==> src/rtl/axil_reg_responder.sv <==
// AXI4-Lite responder with NUM_REGS 32-bit registers; independent write and read FSMs.
// Define AXIL_RESP_SLVERR_EN to answer out-of-range accesses with SLVERR instead of OKAY.
module axil_reg_responder #(
    parameter int ADDR_WIDTH = 6,
    parameter int NUM_REGS   = 4,
    parameter int CNT_WIDTH  = 16
) (
    input  logic                  S_AXI_ACLK,
    input  logic                  S_AXI_ARESET,
    input  logic [ADDR_WIDTH-1:0] S_AXI_AWADDR,
    input  logic [2:0]            S_AXI_AWPROT,
    input  logic                  S_AXI_AWVALID,
    output logic                  S_AXI_AWREADY,
    input  logic [31:0]           S_AXI_WDATA,
    input  logic [3:0]            S_AXI_WSTRB,
    input  logic                  S_AXI_WVALID,
    output logic                  S_AXI_WREADY,
    output logic [1:0]            S_AXI_BRESP,
    output logic                  S_AXI_BVALID,
    input  logic                  S_AXI_BREADY,
    input  logic [ADDR_WIDTH-1:0] S_AXI_ARADDR,
    input  logic [2:0]            S_AXI_ARPROT,
    input  logic                  S_AXI_ARVALID,
    output logic                  S_AXI_ARREADY,
    output logic [31:0]           S_AXI_RDATA,
    output logic [1:0]            S_AXI_RRESP,
    output logic                  S_AXI_RVALID,
    input  logic                  S_AXI_RREADY,
    output logic [CNT_WIDTH-1:0]  WR_CNT,
    output logic [CNT_WIDTH-1:0]  RD_CNT
);
    localparam int IDX_W = ADDR_WIDTH - 2;
    localparam logic [IDX_W:0] REG_LIMIT = (IDX_W + 1)'(NUM_REGS);
    localparam logic [1:0] RESP_OKAY = 2'b00;
`ifdef AXIL_RESP_SLVERR_EN
    localparam logic [1:0] RESP_OOR = 2'b10;
`else
    localparam logic [1:0] RESP_OOR = 2'b00;
`endif

    typedef enum logic {WR_IDLE, WR_RESP} wr_state_e;
    typedef enum logic {RD_IDLE, RD_RESP} rd_state_e;

    wr_state_e            wr_state_q, wr_state_d;
    logic                 awready_q, awready_d, wready_q, wready_d;
    logic                 aw_done_q, aw_done_d, w_done_q, w_done_d;
    logic [IDX_W-1:0]     aw_idx_q, aw_idx_d;
    logic [31:0]          wdata_q, wdata_d;
    logic [3:0]           wstrb_q, wstrb_d;
    logic                 bvalid_q, bvalid_d;
    logic [1:0]           bresp_q, bresp_d;
    logic [CNT_WIDTH-1:0] wr_cnt_q, wr_cnt_d;
    logic [31:0]          regs_q [NUM_REGS];
    logic [31:0]          regs_d [NUM_REGS];

    rd_state_e            rd_state_q, rd_state_d;
    logic                 arready_q, arready_d;
    logic                 rvalid_q, rvalid_d;
    logic [31:0]          rdata_q, rdata_d;
    logic [1:0]           rresp_q, rresp_d;
    logic [CNT_WIDTH-1:0] rd_cnt_q, rd_cnt_d;

    logic             aw_hs, w_hs, ar_hs;
    logic [IDX_W-1:0] wr_idx, rd_idx;
    logic [31:0]      wr_data, rd_value;
    logic [3:0]       wr_strb;
    logic             wr_in_range, rd_in_range;
    logic             unused_inputs;

    assign unused_inputs = ^{S_AXI_AWPROT, S_AXI_ARPROT, S_AXI_AWADDR[1:0], S_AXI_ARADDR[1:0]};

    // A channel may complete in the commit cycle itself, so take the live bus value then.
    assign aw_hs       = S_AXI_AWVALID && awready_q;
    assign w_hs        = S_AXI_WVALID && wready_q;
    assign ar_hs       = S_AXI_ARVALID && arready_q;
    assign wr_idx      = aw_hs ? S_AXI_AWADDR[ADDR_WIDTH-1:2] : aw_idx_q;
    assign wr_data     = w_hs ? S_AXI_WDATA : wdata_q;
    assign wr_strb     = w_hs ? S_AXI_WSTRB : wstrb_q;
    assign rd_idx      = S_AXI_ARADDR[ADDR_WIDTH-1:2];
    assign wr_in_range = {1'b0, wr_idx} < REG_LIMIT;
    assign rd_in_range = {1'b0, rd_idx} < REG_LIMIT;

    always_comb begin
        rd_value = '0;
        for (int i = 0; i < NUM_REGS; i++) begin
            if (rd_idx == IDX_W'(i)) rd_value = regs_q[i];
        end
    end

    // NOTE: every *_d gets its hold value first, so no path through this block infers a latch.
    always_comb begin
        wr_state_d = wr_state_q;
        awready_d  = awready_q;
        wready_d   = wready_q;
        aw_done_d  = aw_done_q;
        w_done_d   = w_done_q;
        aw_idx_d   = aw_idx_q;
        wdata_d    = wdata_q;
        wstrb_d    = wstrb_q;
        bvalid_d   = bvalid_q;
        bresp_d    = bresp_q;
        wr_cnt_d   = wr_cnt_q;
        regs_d     = regs_q;
        case (wr_state_q)
            WR_IDLE: begin
                if (aw_hs) begin
                    aw_idx_d  = S_AXI_AWADDR[ADDR_WIDTH-1:2];
                    aw_done_d = 1'b1;
                end
                if (w_hs) begin
                    wdata_d  = S_AXI_WDATA;
                    wstrb_d  = S_AXI_WSTRB;
                    w_done_d = 1'b1;
                end
                if ((aw_done_q || aw_hs) && (w_done_q || w_hs)) begin
                    for (int i = 0; i < NUM_REGS; i++) begin
                        if (wr_idx == IDX_W'(i)) begin
                            for (int b = 0; b < 4; b++) begin
                                if (wr_strb[b]) regs_d[i][8*b +: 8] = wr_data[8*b +: 8];
                            end
                        end
                    end
                    bvalid_d   = 1'b1;
                    bresp_d    = wr_in_range ? RESP_OKAY : RESP_OOR;
                    aw_done_d  = 1'b0;
                    w_done_d   = 1'b0;
                    awready_d  = 1'b0;
                    wready_d   = 1'b0;
                    wr_state_d = WR_RESP;
                end else begin
                    awready_d = !(aw_done_q || aw_hs);
                    wready_d  = !(w_done_q || w_hs);
                end
            end
            WR_RESP: begin
                if (S_AXI_BREADY) begin
                    bvalid_d   = 1'b0;
                    wr_cnt_d   = wr_cnt_q + CNT_WIDTH'(1);
                    awready_d  = 1'b1;
                    wready_d   = 1'b1;
                    wr_state_d = WR_IDLE;
                end
            end
        endcase
    end

    always_comb begin
        rd_state_d = rd_state_q;
        arready_d  = arready_q;
        rvalid_d   = rvalid_q;
        rdata_d    = rdata_q;
        rresp_d    = rresp_q;
        rd_cnt_d   = rd_cnt_q;
        case (rd_state_q)
            RD_IDLE: begin
                arready_d = 1'b1;
                if (ar_hs) begin
                    rdata_d    = rd_in_range ? rd_value : 32'h0;
                    rresp_d    = rd_in_range ? RESP_OKAY : RESP_OOR;
                    rvalid_d   = 1'b1;
                    arready_d  = 1'b0;
                    rd_state_d = RD_RESP;
                end
            end
            RD_RESP: begin
                if (S_AXI_RREADY) begin
                    rvalid_d   = 1'b0;
                    rd_cnt_d   = rd_cnt_q + CNT_WIDTH'(1);
                    arready_d  = 1'b1;
                    rd_state_d = RD_IDLE;
                end
            end
        endcase
    end

    // NOTE: the register file is architecturally reset, so it is built from flops, not a RAM.
    always_ff @(posedge S_AXI_ACLK) begin
        if (S_AXI_ARESET) begin
            wr_state_q <= WR_IDLE;
            awready_q  <= 1'b0;
            wready_q   <= 1'b0;
            aw_done_q  <= 1'b0;
            w_done_q   <= 1'b0;
            aw_idx_q   <= '0;
            wdata_q    <= '0;
            wstrb_q    <= '0;
            bvalid_q   <= 1'b0;
            bresp_q    <= RESP_OKAY;
            wr_cnt_q   <= '0;
            for (int i = 0; i < NUM_REGS; i++) regs_q[i] <= '0;
            rd_state_q <= RD_IDLE;
            arready_q  <= 1'b0;
            rvalid_q   <= 1'b0;
            rdata_q    <= '0;
            rresp_q    <= RESP_OKAY;
            rd_cnt_q   <= '0;
        end else begin
            wr_state_q <= wr_state_d;
            awready_q  <= awready_d;
            wready_q   <= wready_d;
            aw_done_q  <= aw_done_d;
            w_done_q   <= w_done_d;
            aw_idx_q   <= aw_idx_d;
            wdata_q    <= wdata_d;
            wstrb_q    <= wstrb_d;
            bvalid_q   <= bvalid_d;
            bresp_q    <= bresp_d;
            wr_cnt_q   <= wr_cnt_d;
            regs_q     <= regs_d;
            rd_state_q <= rd_state_d;
            arready_q  <= arready_d;
            rvalid_q   <= rvalid_d;
            rdata_q    <= rdata_d;
            rresp_q    <= rresp_d;
            rd_cnt_q   <= rd_cnt_d;
        end
    end

    assign S_AXI_AWREADY = awready_q;
    assign S_AXI_WREADY  = wready_q;
    assign S_AXI_BVALID  = bvalid_q;
    assign S_AXI_BRESP   = bresp_q;
    assign S_AXI_ARREADY = arready_q;
    assign S_AXI_RVALID  = rvalid_q;
    assign S_AXI_RDATA   = rdata_q;
    assign S_AXI_RRESP   = rresp_q;
    assign WR_CNT        = wr_cnt_q;
    assign RD_CNT        = rd_cnt_q;
endmodule

==> config.mk <==
export PLATFORM = sky130hd
export DESIGN_NAME = axil_reg_responder
export DESIGN_NICKNAME = d
export VERILOG_FILES = /design/src/rtl/axil_reg_responder.sv
export SDC_FILE = /design/constraint.sdc
export NUM_CORES = 1
export LEC_CHECK = 0
export ABC_AREA = 1
export BUFFER_PORTS_ARGS = -buffer_cell sky130_fd_sc_hd__buf_2
export CAP_MARGIN = 20
export CELL_PAD_IN_SITES_DETAIL_PLACEMENT = 0
export CELL_PAD_IN_SITES_GLOBAL_PLACEMENT = 1
export CORE_MARGIN = 2
export CORE_UTILIZATION = 42
export CTS_CLUSTER_DIAMETER = 200
export CTS_CLUSTER_SIZE = 24
export DETAILED_ROUTE_END_ITERATION = 8
export GPL_TIMING_DRIVEN = 0
export PLACE_DENSITY_LB_ADDON = 0.1
export SYNTH_ARGS = -nofsm -noshare
export SYNTH_HDL_FRONTEND = slang
export SYNTH_SLANG_ARGS = --single-unit
export TNS_END_PERCENT = 1
==> constraint.sdc <==
create_clock -name S_AXI_ACLK -period 1.7 [get_ports S_AXI_ACLK]
set_input_delay 0.255 -clock S_AXI_ACLK [delete_from_list [all_inputs] [get_ports S_AXI_ACLK]]
set_output_delay 0.255 -clock S_AXI_ACLK [all_outputs]
set_load 0.01 [all_outputs]
==> results of run 1 <==
[cell type report]
type | instances | area (um2) | share of cell area (%)
Antenna cell | 2 | 5.00 | 0.0356
Sequential cell | 241 | 4830 | 34.4
Timing Repair Buffer | 136 | 808 | 5.75
Multi-Input combinational cell | 1172 | 5850 | 41.6
Buffer | 109 | 729 | 5.19
Clock buffer | 16 | 379 | 2.70
Clock inverter | 1 | 30.0 | 0.214
Inverter | 247 | 940 | 6.69
Tap cell | 384 | 480 | 3.42
[worst max-delay path: stages, from the launching register on]
cell and delay, ns:
dfxtp_2 0.35, buf_6 0.15, nand3_1 0.11, nand2_2 0.14, nand2_8 0.11, nor2_8 0.29, buf_6 0.21, nand4_1 0.09
nand2_1 0.13, nor2_1 0.05
[what timing repair did]
item | 4_1_cts | 5_1_grt
hold buffers | 7 | 0
endpoints found under the setup margin | 175 | 192
pin swaps | 7 | 8
setup buffers | 4 | 8
hold endpoints to repair | 7 | 0
gates cloned | 0 | 0
resized for setup | 44 | 50
[logic make-up after synthesis]
kind of cell / after synthesis / share of synthesized area [%]
other: 1 / 0.0309
DFF: 241 / 39.7
buffers and inverters: 356 / 13.0
adders and majority gates: 2 / 0.206
xor gates and xnor gates: 2 / 0.144
AOI/OAI and AO/OA: 278 / 12.2
and+or+nand+nor: 886 / 34.8
[sequential cells by signal, indices dropped and copies added (netlist names)]
register	count
S_AXI_RDATA	32
wr_state_q	1
wstrb_q	4
aw_idx_q	4
rd_state_q	1
S_AXI_AWREADY	1
wdata_q	32
S_AXI_WREADY	1
S_AXI_BVALID	1
aw_done_q	1
WR_CNT	16
w_done_q	1
RD_CNT	16
regs_q	128
S_AXI_ARREADY	1
S_AXI_RVALID	1
[power by group]
part | total [uW] | leakage (uW) | switching [uW] | internal [uW]
logic | 2050 | 0.00409 | 1420 | 632
clock network | 3690 | 0.000197 | 2060 | 1630
registers | 5840 | 0.00195 | 65.4 | 5770
total | 11600 | 0.00623 | 3550 | 8030
[routing by layer]
metal	wire (um)	vias to the layer above	global-route usage, %
li1	-	5921	-
met1	18600	5299	36.0
met2	16900	292	40.2
met3	2470	51	4.16
met4	1040	0	7.25
met5	0	-	0
[per-stage QoR]
step / setup slack [ns] / power (uW)
after CTS: -0.0843 / 11600
after global placement: -0.915 / 7800
after global routing: -0.101 / 12000
after detailed placement: -0.888 / 7820
final: -0.0188 / 11600
after floorplan: 0.179 / 7180
[cell usage in the layout (no fill, tap or decap), types with 7 or more instances in the layout]
master         count
nand2_2           19
buf_2            122
or2_2             32
nor2_4            10
nand2_1          328
nand3_1           55
buf_1             10
dfxtp_1          239
o21ai_1           19
o21bai_1          32
nor2_2             7
nand3_4           14
buf_6             25
clkbuf_16         15
nor2_1           269
dlygate4sd3_1      7
clkbuf_1          43
buf_4             20
o21ai_0          124
nand4_1          131
a21oi_1           95
inv_1            239
[worst max path at each step]
stage | startpoint | endpoint | slack (ns) | depth (start not counted)
floorplan | S_AXI_AWREADY | regs_q[16] | 0.18 | 9
finish | S_AXI_AWREADY | regs_q[79] | -0.02 | 9
detailed placement | rd_state_q | S_AXI_RDATA[10] | -0.89 | 7
CTS | S_AXI_AWREADY | regs_q[43] | -0.08 | 10
global placement | rd_state_q | S_AXI_RDATA[10] | -0.92 | 7
global route | S_AXI_WREADY | regs_q[59] | -0.10 | 7
==> metrics.md, run 1 <==
| Metric | Value |
|---|---|
| First-pass GRT wire length | 60,400 um |
| Post-detailed-route DRC marker count | 0 |
| Worst slew margin relative to its limit | 41.0% |
| Dominant register cell in the synthesized netlist | dfxtp_1 |
| Port-buffer cells | 117 |
| Netlist area before placement | 12,100 um2 |
| Number of global-route vias before repair | 10.5k |
| Cell with the most instances after synthesis | nand2_1 |
| Worst path setup slack after routing | -0.0188 ns |
| Actual transition at the worst max-transition pin | 0.885 ns |
| Worst-case register-to-register setup slack | -0.02 ns |
| Cells after synthesis | 1,766 |
| Worst endpoint required time | 2.12 ns |
| Worst setup path class | flop to flop |
| Pre-Repair DR Iteration Count | 6 |
| Hold WC Path Type | input port to flop |
| Ranking of synthesized cells by area | dfxtp_1, nand2_1, nor2_1 |
| Antenna violations before repair | 3 |
| Fillers | 3,018 |
| Remaining antenna violation count after routing | 0 |
| Hold Fails Final Rpt | 0 |
| Fraction of layout cells with a size suffix above 1 | 16.0% |
| Achievable frequency | 582 MHz |
| Via/cell ratio | 5.01 |
| Starting utilization of the core area | 42.4% |
| Max Cap Violations | 0 |
| Reg-to-Reg End | regs_q[79] |
| Failing checks | setup timing |
| Post-synthesis average cell area | 6.88 um2 |
| Arrival time at the worst endpoint | 2.13 ns |
| WL/cell | 16.9 um |
| Cell Area, Placed | 13,200 um2 |
| Maximum clock path buffer count | 3 |
| Cell total after placement | 2,270 |
| Number of unique standard cell types used by synthesis | 36 |
| Cell type with the highest aggregate area in the netlist | dfxtp_1 |
| Worst Hold Margin | 0.00878 ns |
| Power Dens Cells | 824 nW/um2 |
| Aggregate routed wire length | 39,100 um |
| Leakage component of the power | 0.00623 uW |
| Hold Crit Start | S_AXI_WDATA[1] |
| Startpoint of the worst-slack reg-to-reg timing path | S_AXI_AWREADY |
| Post-route clock skew | 0.0339 ns |
| Clock tree from TritonCTS | done |
| Final instance area | 14,000 um2 |
| Final cell utilization of the core | 49.1% |
| H-tree depth | 1 |
| Num Clock Sinks | 241 |
| Core region area | 28,600 um2 |
| Number of vias after detailed routing | 11.6k |
| Final estimated routing congestion in global placement | 0.847 |
| Post-detail-place hpwl | 28,800 um |
| Number of clock buffers inserted by TritonCTS | 14 |
| Total global routing track utilization | 25.5% |
| Period minus WS final | 1.72 ns |
| EDFF count, synth | 0 |
| Final non-filler cell total | 2,308 |
| Die footprint | 30,300 um2 |
| Cell count of the worst reg-to-reg path | 9 |
| Maximum VDD drop | 638 uV |
| Area grow syn2layout | 15.7% |
| Unrepaired setup endpoints after global routing | true |
| Critical Path Fanout Max | 10 |
| Clock Latency Late Sink | 0.51 ns |
| Floorplan row count | 62 |
| Remaining Overflow, GRT | 0 |
| Chip Height | 174 um |
| Status | finished with violations |
| Number of setup violations in the final report | 3 |
| Top-level I/O count | 134 |
| Drt first-iter violations | 902 |
| Worst-case hold path end point | wdata_q[1] |
| Fraction of registers with async set/reset | 0% |
| Hold depth | 3 |
| CTS root buf | clkbuf_16 |
| Critical path endpoint category | flop |
| Area share of the leading cell type in the synthesized netlist | 39.7% |
| Final Net Count | 1,984 |
| Final worst-path cycle share | 101% |
| Final setup TNS | -0.0328 ns |
| Flop and latch count out of synthesis | 241 |
| Yosys Warn Count | 0 |
| Clk pin slew, worst setup/hold paths | 0.10 ns |
| Sequential cell area fraction in the yosys report | 39.7% |
| Fin. max-slew vios | 0 |
| Pin count of the biggest net entering global routing | 25 |
| Type of element launching the critical path | flop |
| Commonest cells in the netlist | nand2_1, nor2_1, dfxtp_1, inv_1, o21ai_0 |
| Horizontal die dimension | 174 um |
Note: power is estimated with default switching activity, not from simulation.
==> run 2: changes to the inputs <==
Settings changed: PLACE_DENSITY set to 0.86, PLACE_DENSITY_LB_ADDON 0.1 to not set.
==> metrics.md, run 2 (synthesized netlist as in run 1, its figures left out) <==
| Metric | Value |
|---|---|
| Number of clock buffers inserted by TritonCTS | 14 (unchanged) |
| CTS root buf | clkbuf_16 |
| Via/cell ratio | 5.04 (+0.63%) |
| Pre-Repair DR Iteration Count | 5 (-1) |
| Critical Path Fanout Max | 10 (unchanged) |
| Die footprint | 30,300 um2 (unchanged) |
| Final non-filler cell total | 2,322 (+0.61%) |
| Hold WC Path Type | input port to flop |
| Clk pin slew, worst setup/hold paths | 0.10 ns (about the same) |
| Maximum clock path buffer count | 3 (unchanged) |
| Final cell utilization of the core | 50.4% (+1.3 points) |
| Worst-case register-to-register setup slack | -0.01 ns (about the same) |
| H-tree depth | 1 (unchanged) |
| Type of element launching the critical path | flop |
| Horizontal die dimension | 174 um (unchanged) |
| Starting utilization of the core area | 42.4% (unchanged) |
| Final Net Count | 1,995 (+0.55%) |
| Number of setup violations in the final report | 2 (-1) |
| Final estimated routing congestion in global placement | 0.904 (+6.7%) |
| Post-detailed-route DRC marker count | 0 (unchanged) |
| Max Cap Violations | 0 (unchanged) |
| Number of global-route vias before repair | 10.5k (+0.37%) |
| Hold Fails Final Rpt | 0 (unchanged) |
| Power Dens Cells | 815 nW/um2 (-1.2%) |
| Drt first-iter violations | 876 (-2.9%) |
| Status | finished with violations |
| Number of vias after detailed routing | 11.7k (+1.2%) |
| Post-Place Setup Slack | -0.649 ns (+0.239 ns) |
| Fillers | 2,912 (-3.5%) |
| Antenna violations before repair | 7 (+4) |
| Actual transition at the worst max-transition pin | 0.889 ns (+0.00352 ns) |
| Failing checks | setup timing |
| Core region area | 28,600 um2 (unchanged) |
| Footprint of the multi-input gates | 5990 um2 (+2.4%) |
| First-pass GRT wire length | 58,600 um (-2.9%) |
| Period minus WS final | 1.71 ns (-0.00612 ns) |
| Leakage component of the power | 0.00638 uW (+2.4%) |
| Aggregate routed wire length | 38,400 um (-1.9%) |
| Commonest non-fill, non-tap cells in the layout | nand2_1, nor2_1, dfxtp_1, inv_1, nand4_1 |
| Worst setup path class | flop to flop |
| Unrepaired setup endpoints after global routing | true |
| Pin count of the biggest net entering global routing | 25 (unchanged) |
| Remaining antenna violation count after routing | 0 (unchanged) |
| Num Clock Sinks | 241 (unchanged) |
| Total global routing track utilization | 24.3% (-1.2 points) |
| Floorplan row count | 62 (unchanged) |
| Worst endpoint required time | 2.09 ns (-0.03 ns) |
| Seq. cell area | 4830 um2 (about the same) |
| Worst slew margin relative to its limit | 40.7% (-0.23 points) |
| Critical path endpoint category | flop |
| Achievable frequency | 584 MHz (+0.36%) |
| Top-level I/O count | 134 (unchanged) |
| Area grow syn2layout | 18.7% |
| Final setup TNS | -0.0242 ns (+0.00860 ns) |
| Chip Height | 174 um (unchanged) |
| Clock Latency Late Sink | 0.50 ns (about the same) |
| Cell total after placement | 2,270 (unchanged) |
| Post-route clock skew | 0.0261 ns (-0.00776 ns) |
| Worst path setup slack after routing | -0.0127 ns (+0.00612 ns) |
| Post-detail-place hpwl | 28,100 um (-2.4%) |
| Port-buffer cells | 117 (unchanged) |
| Final worst-path cycle share | 101% (-0.36 points) |
| Number of flip-flops under the largest register name | 128 (unchanged) |
| Fraction of layout cells with a size suffix above 1 | 18.4% (+2.4 points) |
| WL/cell | 16.5 um (-2.4%) |
| Leading cell type in the layout, fill and taps excluded | nand2_1 |
| Arrival time at the worst endpoint | 2.11 ns (-0.02 ns) |
| Remaining Overflow, GRT | 0 (unchanged) |
| Fin. max-slew vios | 0 (unchanged) |
| Clock tree from TritonCTS | done |
| Maximum VDD drop | 962 uV (+51%) |
| Top register by number of flip-flops | regs_q |
## run 2: changes by cell type in the layout (fill, tap and decap cells not counted), moves of 5 or more
cell,change
clkbuf_16,+5
o21ai_1,-5
o21ai_0,-10
nand2_2,+7
nand2_1,-8
buf_12,+5
buf_4,+7
o21ai_2,+15
## run 2: path summary, 6_finish.rpt
kind                                       from               to  cells after the start
worst max register to register    S_AXI_AWREADY       regs_q[15]                     11
worst min register to register  S_AXI_RDATA[25]  S_AXI_RDATA[25]                      2
worst max-delay path              S_AXI_AWREADY       regs_q[15]                     11
worst min-delay path             S_AXI_WDATA[1]       wdata_q[1]                      3
## run 2: worst max-delay path, cell delays in order (launching register included)
cell,delay [ns]
dfxtp_2,0.36
buf_8,0.14
buf_6,0.11
nand3_1,0.07
nand2_2,0.12
nand2_2,0.11
nor2_8,0.10
buf_12,0.17
buf_12,0.16
nand4_1,0.09
nand2_1,0.12
nor2_1,0.05
## run 2: report_power, final
group	leakage (uW)	switching [uW]	internal, uW	total [uW]
registers	0.00195	73.3	5770	5840
logic	0.00424	1470	773	2240
clock network	0.000197	2020	1630	3660
## run 2: routing by layer
layer | up-vias | wire (um) | GRT usage (%)
li1 | 5967 | - | -
met1 | 5335 | 17400 | 33.1
met2 | 346 | 17300 | 39.8
met3 | 55 | 2720 | 4.42
met4 | 4 | 862 | 6.16
met5 | - | 27 | 0
## run 2: cell type report
cell class,instances,share of cell area (%)
antenna,5,0.0868
timing repair buffer,145,6.75
multi-input combinational,1174,41.5
tap,384,3.33
buffer,109,5.43
sequential,241,33.5
clock buffer,16,2.63
clock inverter,1,0.208
inverter,247,6.54
## run 2: per-stage QoR
step                      total power, uW  hold WS (ns)  instance area, um2
after floorplan                      7180         0.390               12200
after global placement               7760         0.439               13200
after detailed placement             7790         0.445               13200
after CTS                           11400       0.00592               13800
after global routing                12200        0.0122               14400
final                               11700        0.0148               14400
## run 2: repair_timing
| item | in CTS | in global routing |
|---|---|---|
| resized for setup | 53 | 108 |
| pin swaps | 2 | 39 |
| hold buffers | 3 | 0 |
| buffers inserted | 6 | 14 |
| endpoints found under the setup margin | 165 | 185 |
| gates cloned | 0 | 7 |
| endpoints found under the hold margin | 3 | 0 |
==> run 3: changes to the inputs <==
Settings changed: CORE_UTILIZATION 42 to 38, PLACE_DENSITY 0.86 to 0.82, REMOVE_ABC_BUFFERS set to 1.
Clock period 1.7 ns to 1.5 ns, I/O delays scaled along.
==> metrics.md, run 3 (synthesized netlist as in run 1, its figures left out) <==
| Metric | Value |
|---|---|
| Status | finished with violations |
| Failing checks | setup timing |
| Pre-Repair DR Iteration Count | 6 (+1) |
| Drt first-iter violations | 1,047 (+20%) |
| Critical path endpoint category | flop |
| Maximum clock path buffer count | 3 (unchanged) |
| Leading cell type in the layout, fill and taps excluded | nand2_1 |
| Die footprint | 33,400 um2 (+10%) |
| Number of flip-flops under the largest register name | 128 (unchanged) |
| Arrival time at the worst endpoint | 2.12 ns (about the same) |
| Port-buffer cells | 119 (+1.7%) |
| Fin. max-slew vios | 0 (unchanged) |
| Worst Hold Margin | 0.0139 ns (-0.000908 ns) |
| Category of cells accounting for the largest share of critical-path delay | simple AND/OR/NAND/NOR gates |
| Period minus WS final | 1.71 ns (-0.000363 ns) |
| CP most frequent cell | buf_12 |
| Aggregate routed wire length | 41,400 um (+7.9%) |
| WL/cell | 17.7 um (+7.3%) |
| Worst slew margin relative to its limit | 33.7% (-7.0 points) |
| Switching power | 4400 uW (+23%) |
| Max Cap Violations | 0 (unchanged) |
| Floorplan row count | 65 (+4.8%) |
| Final estimated routing congestion in global placement | 0.769 (-15%) |
| Total global routing track utilization | 23.9% (-0.38 points) |
| Worst-case register-to-register setup slack | -0.21 ns (-0.20 ns) |
| Final non-filler cell total | 2,335 (+0.56%) |
| Top register by number of flip-flops | regs_q |
| Worst setup path class | flop to flop |
| Remaining Overflow, GRT | 0 (unchanged) |
| Unrepaired setup endpoints after global routing | true |
| Number of vias after detailed routing | 12.2k (+4.0%) |
| Top-level I/O count | 134 (unchanged) |
| Power Dens Cells | 906 nW/um2 (+11%) |
| Maximum VDD drop | 1040 uV (+8.5%) |
| Number of buffers and inverters on the critical path | 2 (-2) |
| Total power draw | 14,000 uW (+19%) |
| Post-route clock skew | 0.0493 ns (+0.0232 ns) |
| H-tree depth | 1 (unchanged) |
| CP max stage cell | dfxtp_4 |
| Switching power share of the total | 31.4% (+1.0 points) |
| CTS root buf | clkbuf_16 |
| Number of clock buffers inserted by TritonCTS | 14 (unchanged) |
| Ordered list of cells on the worst path | buf_12 -> buf_12 -> nand2_8 -> or2_2 -> o21ai_2 -> nand4_1 -> nand2_1 -> nor2_2 |
| Portion of total power attributed to sequential cells | 47.7% (-2.1 points) |
| Achievable frequency | 584 MHz (about the same) |
| Number of global-route vias before repair | 11.1k (+5.5%) |
| Clk network pwr share | 29.8% (-1.3 points) |
| Horizontal die dimension | 183 um (+5.0%) |
| Area grow syn2layout | 27.3% |
| Via/cell ratio | 5.22 (+3.5%) |
| Fraction of layout cells with a size suffix above 1 | 21.4% (+3.0 points) |
| Num Clock Sinks | 241 (unchanged) |
| Chip Height | 183 um (+5.0%) |
| Largest incremental delay on the critical path | 0.43 ns (+0.07 ns) |
| Clk pin slew, worst setup/hold paths | 0.11 ns (about the same) |
| Actual transition at the worst max-transition pin | 0.992 ns (+0.103 ns) |
| Post-detailed-route DRC marker count | 0 (unchanged) |
| Remaining antenna violation count after routing | 0 (unchanged) |
| Number of antenna diodes | 0 (-5) |
| Worst path setup slack after routing | -0.212 ns (-0.200 ns) |
| Worst endpoint required time | 1.91 ns (-0.18 ns) |
| Antenna violations before repair | 0 (-7) |
| Post-detail-place hpwl | 19,600 um (-30%) |
| Final worst-path cycle share | 114% (+13 points) |
| Hold Fails Final Rpt | 0 (unchanged) |
| Hold WC Path Type | input port to flop |
| Core region area | 31,600 um2 (+10%) |
| Combinational group share of total power | 22.6% (+3.5 points) |
| Pin count of the biggest net entering global routing | 106 (+320%) |
| Cell total after placement | 2,189 (-3.6%) |
| Int Pwr | 9600 uW (+18%) |
| Number of setup violations in the final report | 153 (+151) |
| Critical Path Fanout Max | 11 (+1) |
| Clock tree from TritonCTS | done |
| First-pass GRT wire length | 63,100 um (+7.7%) |
| Type of element launching the critical path | flop |
| Leakage component of the power | 0.00672 uW (+5.3%) |
| Starting utilization of the core area | 38.5% (-3.9 points) |
| Final Net Count | 1,995 (unchanged) |
| Commonest non-fill, non-tap cells in the layout | nand2_1, nor2_1, dfxtp_1, inv_1, nand4_1 |
| Clock Latency Late Sink | 0.51 ns (about the same) |
## run 3: worst paths after layout
path | from | end | cells past startpoint
worst max-delay path | S_AXI_WREADY | regs_q[66] | 8
worst min-delay path | S_AXI_WDATA[28] | wdata_q[28] | 3
worst max register to register | S_AXI_WREADY | regs_q[66] | 8
worst min register to register | S_AXI_RDATA[22] | S_AXI_RDATA[22] | 2
## run 3: tightest hold or removal path, stage by stage
cell	delay (ns)
buf_2	0.09
o21ai_0	0.08
nor2_1	0.08
## run 3: final cells by class
type	instances	area [um2]
sequential	241	4840
clock inverter	1	30.0
timing repair inverter	2	25.0
tap	402	503
timing repair buffer	239	2140
multi-input combinational	1187	6570
clock buffer	16	379
fill	3111	16100
inverter	247	968
## run 3: power groups by stage
stage               clock network, uW  registers, uW  logic (uW)
floorplan                           0           6760        1180
global placement                    0           6760        1850
detailed placement                  0           6770        1830
CTS                              4290           6670        2900
global route                     4480           6690        3330
finish                           4170           6670        3160
## run 3: timing repair
action	CTS	global route
cloned	19	1
endpoints found under the setup margin	223	189
gates resized for setup	150	71
setup buffers	70	10
endpoints found under the hold margin	31	0
pin swaps	54	27
hold buffers	31	0
## run 3: per-stage QoR
step | utilization (%) | worst slack (ns) | cell area [um2] | TNS, ns
floorplan | - | -1.81 | 11500 | -349.54
global placement | 40.0 | -5.84 | 12600 | -1164.70
detailed placement | 40.7 | -1.89 | 12900 | -308.68
CTS | 47.9 | -0.158 | 15100 | -13.10
global route | 49.0 | -0.283 | 15500 | -27.58
finish | 49.0 | -0.212 | 15500 | -16.82
## run 3: routing by layer
| metal | wire, um | up-vias | global-route usage (%) |
|---|---|---|---|
| li1 | - | 5991 | - |
| met1 | 18500 | 5655 | 33.3 |
| met2 | 18400 | 461 | 38.6 |
| met3 | 3150 | 73 | 3.73 |
| met4 | 1330 | 0 | 6.69 |
| met5 | 0 | - | 0 |
